===== src/rtl/car_controller_pwm_if.sv =====
// Drive-side signal bundle for the wheel controller: enable, sensor and speed in,
// wheel enables, PWM, state and timeout out.
interface car_controller_pwm_if #(
    parameter int PWM_W = 8
);
    logic             en;
    logic             x;
    logic [PWM_W-1:0] speed;
    logic [1:0]       z;
    logic             pwm_l;
    logic             pwm_r;
    logic [1:0]       state;
    logic             timeout;

    modport master (
        output en, x, speed,
        input  z, pwm_l, pwm_r, state, timeout
    );

    modport slave (
        input  en, x, speed,
        output z, pwm_l, pwm_r, state, timeout
    );
endinterface


===== src/rtl/car_controller_pwm.sv =====
// Four-phase wheel controller with a synchronised, debounced steering sensor,
// turn timeout, drive enable and per-wheel PWM speed outputs.
module car_controller_pwm #(
    parameter int DEB_CYCLES   = 4,
    parameter int PWM_W        = 8,
    parameter int TURN_TIMEOUT = 1000
) (
    input  logic                 clk,
    input  logic                 rst,
    car_controller_pwm_if.slave  bus
);
    localparam int DW = $clog2(DEB_CYCLES + 1);
    localparam int TW = $clog2(TURN_TIMEOUT + 1);
    localparam logic [DW-1:0] DEB_LAST  = DW'(DEB_CYCLES - 1);
    localparam logic [TW-1:0] TURN_LAST = TW'(TURN_TIMEOUT - 1);

    typedef enum logic [1:0] {
        FWD_A  = 2'b00,
        TURN_A = 2'b01,
        FWD_B  = 2'b10,
        TURN_B = 2'b11
    } state_t;

    logic [1:0]       x_sync_reg;
    logic             x_db_reg;
    logic             x_db_prev_reg;
    logic [DW-1:0]    deb_cnt_reg;
    state_t           state_reg;
    state_t           state_next;
    logic [TW-1:0]    turn_cnt_reg;
    logic             timeout_reg;
    logic             timeout_next;
    logic [1:0]       z_reg;
    logic [1:0]       z_next;
    logic [PWM_W-1:0] pc_reg;
    logic [PWM_W-1:0] speed_q_reg;
    logic [1:0]       pwm_reg;
    logic             rise;

    assign rise = x_db_reg & ~x_db_prev_reg;

    // x_sync_reg[1] is the synchronised sensor; the debouncer runs regardless of en.
    always_ff @(posedge clk or posedge rst) begin
        if (rst) begin
            x_sync_reg    <= 2'b00;
            x_db_reg      <= 1'b0;
            x_db_prev_reg <= 1'b0;
            deb_cnt_reg   <= '0;
        end else begin
            x_sync_reg    <= {x_sync_reg[0], bus.x};
            x_db_prev_reg <= x_db_reg;
            if (x_sync_reg[1] == x_db_reg) begin
                deb_cnt_reg <= '0;
            end else if (deb_cnt_reg == DEB_LAST) begin
                x_db_reg    <= x_sync_reg[1];
                deb_cnt_reg <= '0;
            end else begin
                deb_cnt_reg <= deb_cnt_reg + 1'b1;
            end
        end
    end

    // A released sensor beats the timeout when both land on the same cycle.
    always_comb begin
        state_next   = state_reg;
        timeout_next = 1'b0;
        if (bus.en) begin
            unique case (state_reg)
                FWD_A:  if (rise) state_next = TURN_A;
                FWD_B:  if (rise) state_next = TURN_B;
                TURN_A: begin
                    if (!x_db_reg) begin
                        state_next = FWD_B;
                    end else if (turn_cnt_reg == TURN_LAST) begin
                        state_next   = FWD_B;
                        timeout_next = 1'b1;
                    end
                end
                TURN_B: begin
                    if (!x_db_reg) begin
                        state_next = FWD_A;
                    end else if (turn_cnt_reg == TURN_LAST) begin
                        state_next   = FWD_A;
                        timeout_next = 1'b1;
                    end
                end
            endcase
        end
    end

    always_comb begin
        z_next = 2'b11;
        unique case (state_next)
            FWD_A, FWD_B: z_next = 2'b11;
            TURN_A:       z_next = 2'b01;
            TURN_B:       z_next = 2'b10;
        endcase
    end

    always_ff @(posedge clk or posedge rst) begin
        if (rst) begin
            state_reg    <= FWD_A;
            turn_cnt_reg <= '0;
            timeout_reg  <= 1'b0;
            z_reg        <= 2'b00;
        end else begin
            state_reg   <= state_next;
            timeout_reg <= timeout_next;
            z_reg       <= bus.en ? z_next : 2'b00;
            if (state_next != state_reg) begin
                turn_cnt_reg <= '0;
            end else if (bus.en && state_reg[0]) begin
                turn_cnt_reg <= turn_cnt_reg + 1'b1;
            end
        end
    end

    // Speed is only latched at the top of a period so a change never glitches a pulse.
    always_ff @(posedge clk or posedge rst) begin
        if (rst) begin
            pc_reg      <= '0;
            speed_q_reg <= '0;
        end else begin
            pc_reg <= pc_reg + 1'b1;
            if (pc_reg == '0) begin
                speed_q_reg <= bus.speed;
            end
        end
    end

    generate
        for (genvar gi = 0; gi < 2; gi++) begin : g_pwm
            logic pwm_bit_reg;
            always_ff @(posedge clk or posedge rst) begin
                if (rst) begin
                    pwm_bit_reg <= 1'b0;
                end else begin
                    pwm_bit_reg <= bus.en & z_next[gi] & (pc_reg < speed_q_reg);
                end
            end
            assign pwm_reg[gi] = pwm_bit_reg;
        end
    endgenerate

    assign bus.z       = z_reg;
    assign bus.state   = state_reg;
    assign bus.timeout = timeout_reg;
    assign bus.pwm_l   = pwm_reg[1];
    assign bus.pwm_r   = pwm_reg[0];
endmodule

===== src/flat_wrapper.sv =====
// flat-port wrapper written by rule: the top's interface ports become plain ports
module car_controller_pwm_flat 
#(
    parameter int DEB_CYCLES   = 4,
    parameter int PWM_W        = 8,
    parameter int TURN_TIMEOUT = 1000
)
  (clk, rst, bus_en, bus_x, bus_speed, bus_z, bus_pwm_l, bus_pwm_r, bus_state, bus_timeout);
  car_controller_pwm_if #(.PWM_W(PWM_W)) bus_i ();
  input  logic clk;
  input  logic rst;
  input wire logic [$bits(bus_i.en)-1:0] bus_en;
  input wire logic [$bits(bus_i.x)-1:0] bus_x;
  input wire logic [$bits(bus_i.speed)-1:0] bus_speed;
  output wire logic [$bits(bus_i.z)-1:0] bus_z;
  output wire logic [$bits(bus_i.pwm_l)-1:0] bus_pwm_l;
  output wire logic [$bits(bus_i.pwm_r)-1:0] bus_pwm_r;
  output wire logic [$bits(bus_i.state)-1:0] bus_state;
  output wire logic [$bits(bus_i.timeout)-1:0] bus_timeout;
  assign bus_i.en = bus_en;
  assign bus_i.x = bus_x;
  assign bus_i.speed = bus_speed;
  assign bus_z = bus_i.z;
  assign bus_pwm_l = bus_i.pwm_l;
  assign bus_pwm_r = bus_i.pwm_r;
  assign bus_state = bus_i.state;
  assign bus_timeout = bus_i.timeout;
  car_controller_pwm #(.DEB_CYCLES(DEB_CYCLES), .PWM_W(PWM_W), .TURN_TIMEOUT(TURN_TIMEOUT)) u_core (.clk(clk), .rst(rst), .bus(bus_i));
endmodule

===== config.mk =====
export PLATFORM = sky130hd
export DESIGN_NAME = car_controller_pwm_flat
export DESIGN_NICKNAME = d
export VERILOG_FILES = /design/src/rtl/car_controller_pwm_if.sv /design/src/rtl/car_controller_pwm.sv /design/src/flat_wrapper.sv
export SDC_FILE = /design/constraint.sdc
export NUM_CORES = 1
export LEC_CHECK = 0
export CAP_MARGIN = 20
export CORE_MARGIN = 10
export CORE_UTILIZATION = 23
export DETAILED_ROUTE_END_ITERATION = 12
export GPL_ROUTABILITY_DRIVEN = 0
export GPL_TIMING_DRIVEN = 0
export PLACE_DENSITY = 0.5
export SYNTH_ARGS = -nofsm -noshare
export SYNTH_HDL_FRONTEND = slang
export SYNTH_SLANG_ARGS = --single-unit
export TNS_END_PERCENT = 30

===== constraint.sdc =====
create_clock -name clk -period 5.2 [get_ports clk]
set_clock_uncertainty 0.15 [all_clocks]
set_input_delay 1.3 -clock clk [delete_from_list [all_inputs] [get_ports clk]]
set_output_delay 1.3 -clock clk [all_outputs]
set_load 0.005 [all_outputs]

==> impl_metrics.csv <==
group,metric,value,unit
status,status,"finished, final reports clean",
placed_design,dp_slack,1.98,ns
final_layout,largest_register_ffs,10,
route,finalWirelength,3620,um
grt,grtUsageMet1,8.37,%
clock_tree,cts_hold_buf,0,
setup_path,cp.arrival,2.90,ns
synth,synth_compound_area_share,10.1,%
route,ant_nets,0,
grt,grt_start_max_net_pins,41,
setup_path,critPathBufInv,1,
setup_path,cp_top_family,"compound AO/OA/AOI/OAI gates",
clock_tree,clk_latency,0.28,ns
synth,yosys.area_share.simple,15.3,%
timing,final-hold-violation-count,0,
floorplan,coreArea,7850,um2
grt,grt_usage,6.18,%
synth,synth_top_family_by_area,"simple AND/OR/NAND/NOR gates",
synth,synth_mux_area_share,5.37,%
route,drtIter0Drc,74,
synth,synth-edff-count,0,
floorplan,die_h,111,um
timing,fin_crit,2.91,ns
final_layout,final_core_util,29.1,%
timing,min_period_over_period,56.0,%
final_layout,drive_gt1_share,11.4,%
route,wire_per_inst,12.3,um
route,drc,0,
clock_tree,cts.sinks,40,
synth,ys_seq_area_share,53.1,%
setup_path,path_cells,"clkdlybuf4s50_1 -> o21ai_0 -> a31oi_1 -> nor2_1",
timing,setup_slack,2.29,ns
timing,setup_viol,0,
synth,netlist_instances,167,
clock_tree,cts_setup_buffers,0,
synth,yosys.area.top_type,"dfrtp_1",
setup_path,slowest_stage,"a31oi_1",
clock_tree,cts_buffer_depth,2,
clock_tree,h-tree-depth,2,
power_and_ir_drop,peakVddDrop,0.122,mV
timing,setup_tns,0,ns
placed_design,io_buffers,18,
grt,antenna_found_initial,0,
grt,grtUsageMet3,1.89,%
min_path,worstHoldPathType,"reg2reg",
timing,max-slew-margin-rel,44.4,%
grt,grt_pass1_vias,1373,
synth,ys_ff_latch,40,
setup_path,endpoint_kind,"flip-flop",
floorplan,initial_core_util,24.0,%
timing,worst_pin_slew,0.831,ns
synth,synth_fp_nets,190,
grt,grt_overflow,0,
synth,synthDistinctLibCells,37,
run,cap_viol_max_count,0,
synth,synth_async_sr_flop_share,100,%
synth,syn_area,1890,um2
clock_tree,cts_tree,"done",
placed_design,hpwlAfterDp,2630,um
floorplan,ios,19,
route,via_count,1306,
timing,rsz0062_at_grt,"no",
clock_tree,path_clk_slew,0.08,ns
grt,busiest_layer,"met2",
synth,yosys.area_share.xor_xnor,5.57,%
synth,synth_top_area_share,53.1,%
route,firstDrtPassIters,4,
grt,grt_pass1_wl,6480,um
timing,slew_viol_final,0,
final_layout,finish.net_count,215,
setup_path,critical_path_class,"in2reg",
clock_tree,post_cts_resized,0,
clock_tree,cts_made_buffers,5,
synth,ys_warn_count,0,
power_and_ir_drop,powerDensity,343,nW/um2
setup_path,worstPathMaxFanout,8,
timing,clock.fmax,344,MHz
setup_path,max_stage_delay,0.66,ns
route,viasPerCell,4.43,
clock_tree,cts-root-buf,"clkbuf_8",
setup_path,startpoint_type,"input pin",
floorplan,row_count,32,
floorplan,dieWidth,111,um
final_layout,n_antenna_cell,0,
synth,synth_area_leaders,"dfrtp_1 (53%), ha_1 (7.3%), mux2_2 (5.4%)",
grt,met2_usage,8.80,%
synth,synth_adder_area_share,7.29,%
synth,avgSynthCellArea,11.3,um2
floorplan,die_area,12200,um2
setup_path,worstPathRequired,5.19,ns
synth,ys.flop_type,"dfrtp_1",
final_layout,syn_to_final_growth,21.2,%
power_and_ir_drop,cellLeakagePower,0.998,nW
metrics by stage:
step	total power [mW]	hold WS [ns]	instance area [um2]	instances
final	0.785	0.203	2290	295
after detailed placement	0.582	0.187	2190	287
after global routing	0.843	0.216	2290	295
after floorplan	0.505	0.181	1890	167
after CTS	0.799	0.207	2290	295
after global placement	0.579	0.184	2190	287
per-layer routing:
metal / wire length, um / part of all wire (%)
met5: 0 / 0
met3: 130 / 3.6
met4: 43 / 1.2
met1: 1930 / 53
met2: 1510 / 42
layout by cell type, fill, tap and decap left out, types with 2 or more instances in the layout:
| cell | instances |
|---|---|
| dfrtp_1 | 40 |
| clkdlybuf4s50_1 | 18 |
| inv_1 | 11 |
| ha_1 | 11 |
| nand3_1 | 10 |
| nand2_1 | 10 |
| mux2_2 | 9 |
| nor2_1 | 7 |
| o21ai_0 | 7 |
| xnor2_1 | 6 |
| xor2_1 | 6 |
| a21oi_1 | 6 |
| clkbuf_8 | 6 |
| o211ai_1 | 4 |
| nand4_1 | 3 |
| nand2b_1 | 3 |
| and3_1 | 3 |
| or3_1 | 3 |
| nor3_1 | 2 |
| nor3b_1 | 2 |
| clkbuf_1 | 2 |
| o21a_1 | 2 |
| nand3b_1 | 2 |
| a2bb2oi_1 | 2 |
| clkinv_2 | 2 |
area by class of cell:
class                      count  area (um2)
inverter                      12        45.0
fill                         851        5560
buffer                         3        18.8
clock inverter                 2        10.0
tap                          102         128
clock buffer                   6        82.6
timing repair buffer          18         180
multi-input combinational    112         822
sequential                    40        1000
worst paths after layout:
kind / start / end / cells after the start / slack, ns
max: bus_en / u_core.turn_cnt_reg[4] / 4 / 2.29
min: u_core.x_sync_reg[0] / u_core.x_sync_reg[1] / 0 / 0.20
max reg2reg: u_core.turn_cnt_reg[0] / u_core.turn_cnt_reg[4] / 5 / 2.97
min reg2reg: u_core.x_sync_reg[0] / u_core.x_sync_reg[1] / 0 / 0.20
max in group asynchronous: rst / u_core.x_db_prev_reg / 2 / 3.03
min in group asynchronous: rst / u_core.x_sync_reg[0] / 2 / 1.35
synthesized netlist by cell type (all sizes together) (2+ instances only):
cell	instances
o211ai	4
nor2	7
dfrtp	40
xor2	6
nor3	2
mux2	9
ha	11
xnor2	6
nand3b	2
o21ai	7
o2111ai	2
inv	12
nand4	3
o21a	2
clkbuf	2
a2bb2oi	2
and3	3
nand2b	3
or3	3
nand2	10
a21oi	6
nor3b	2
nand3	10
cells by family after synthesis:
kind of cell,after synthesis
adders and majority gates,11
buffers and inverters,15
AOI/OAI and AO/OA,28
xor gates and xnor gates,12
and+or+nand+nor,52
DFF,40
muxes,9
worst register-to-register path, cell delays in order, from the launching register on:
cell      delay (ns)
dfrtp_1         0.40
ha_1            0.25
and4bb_2        0.27
nand3_1         0.20
a31oi_1         0.70
nor2_1          0.12
power breakdown:
group	switching [mW]	leakage (nW)	internal [mW]
registers	0.0313	0.503	0.353
clock network	0.106	0.0510	0.106
logic	0.0936	0.444	0.0950
total	0.231	0.998	0.554
Note: power is estimated with default switching activity, not from simulation.
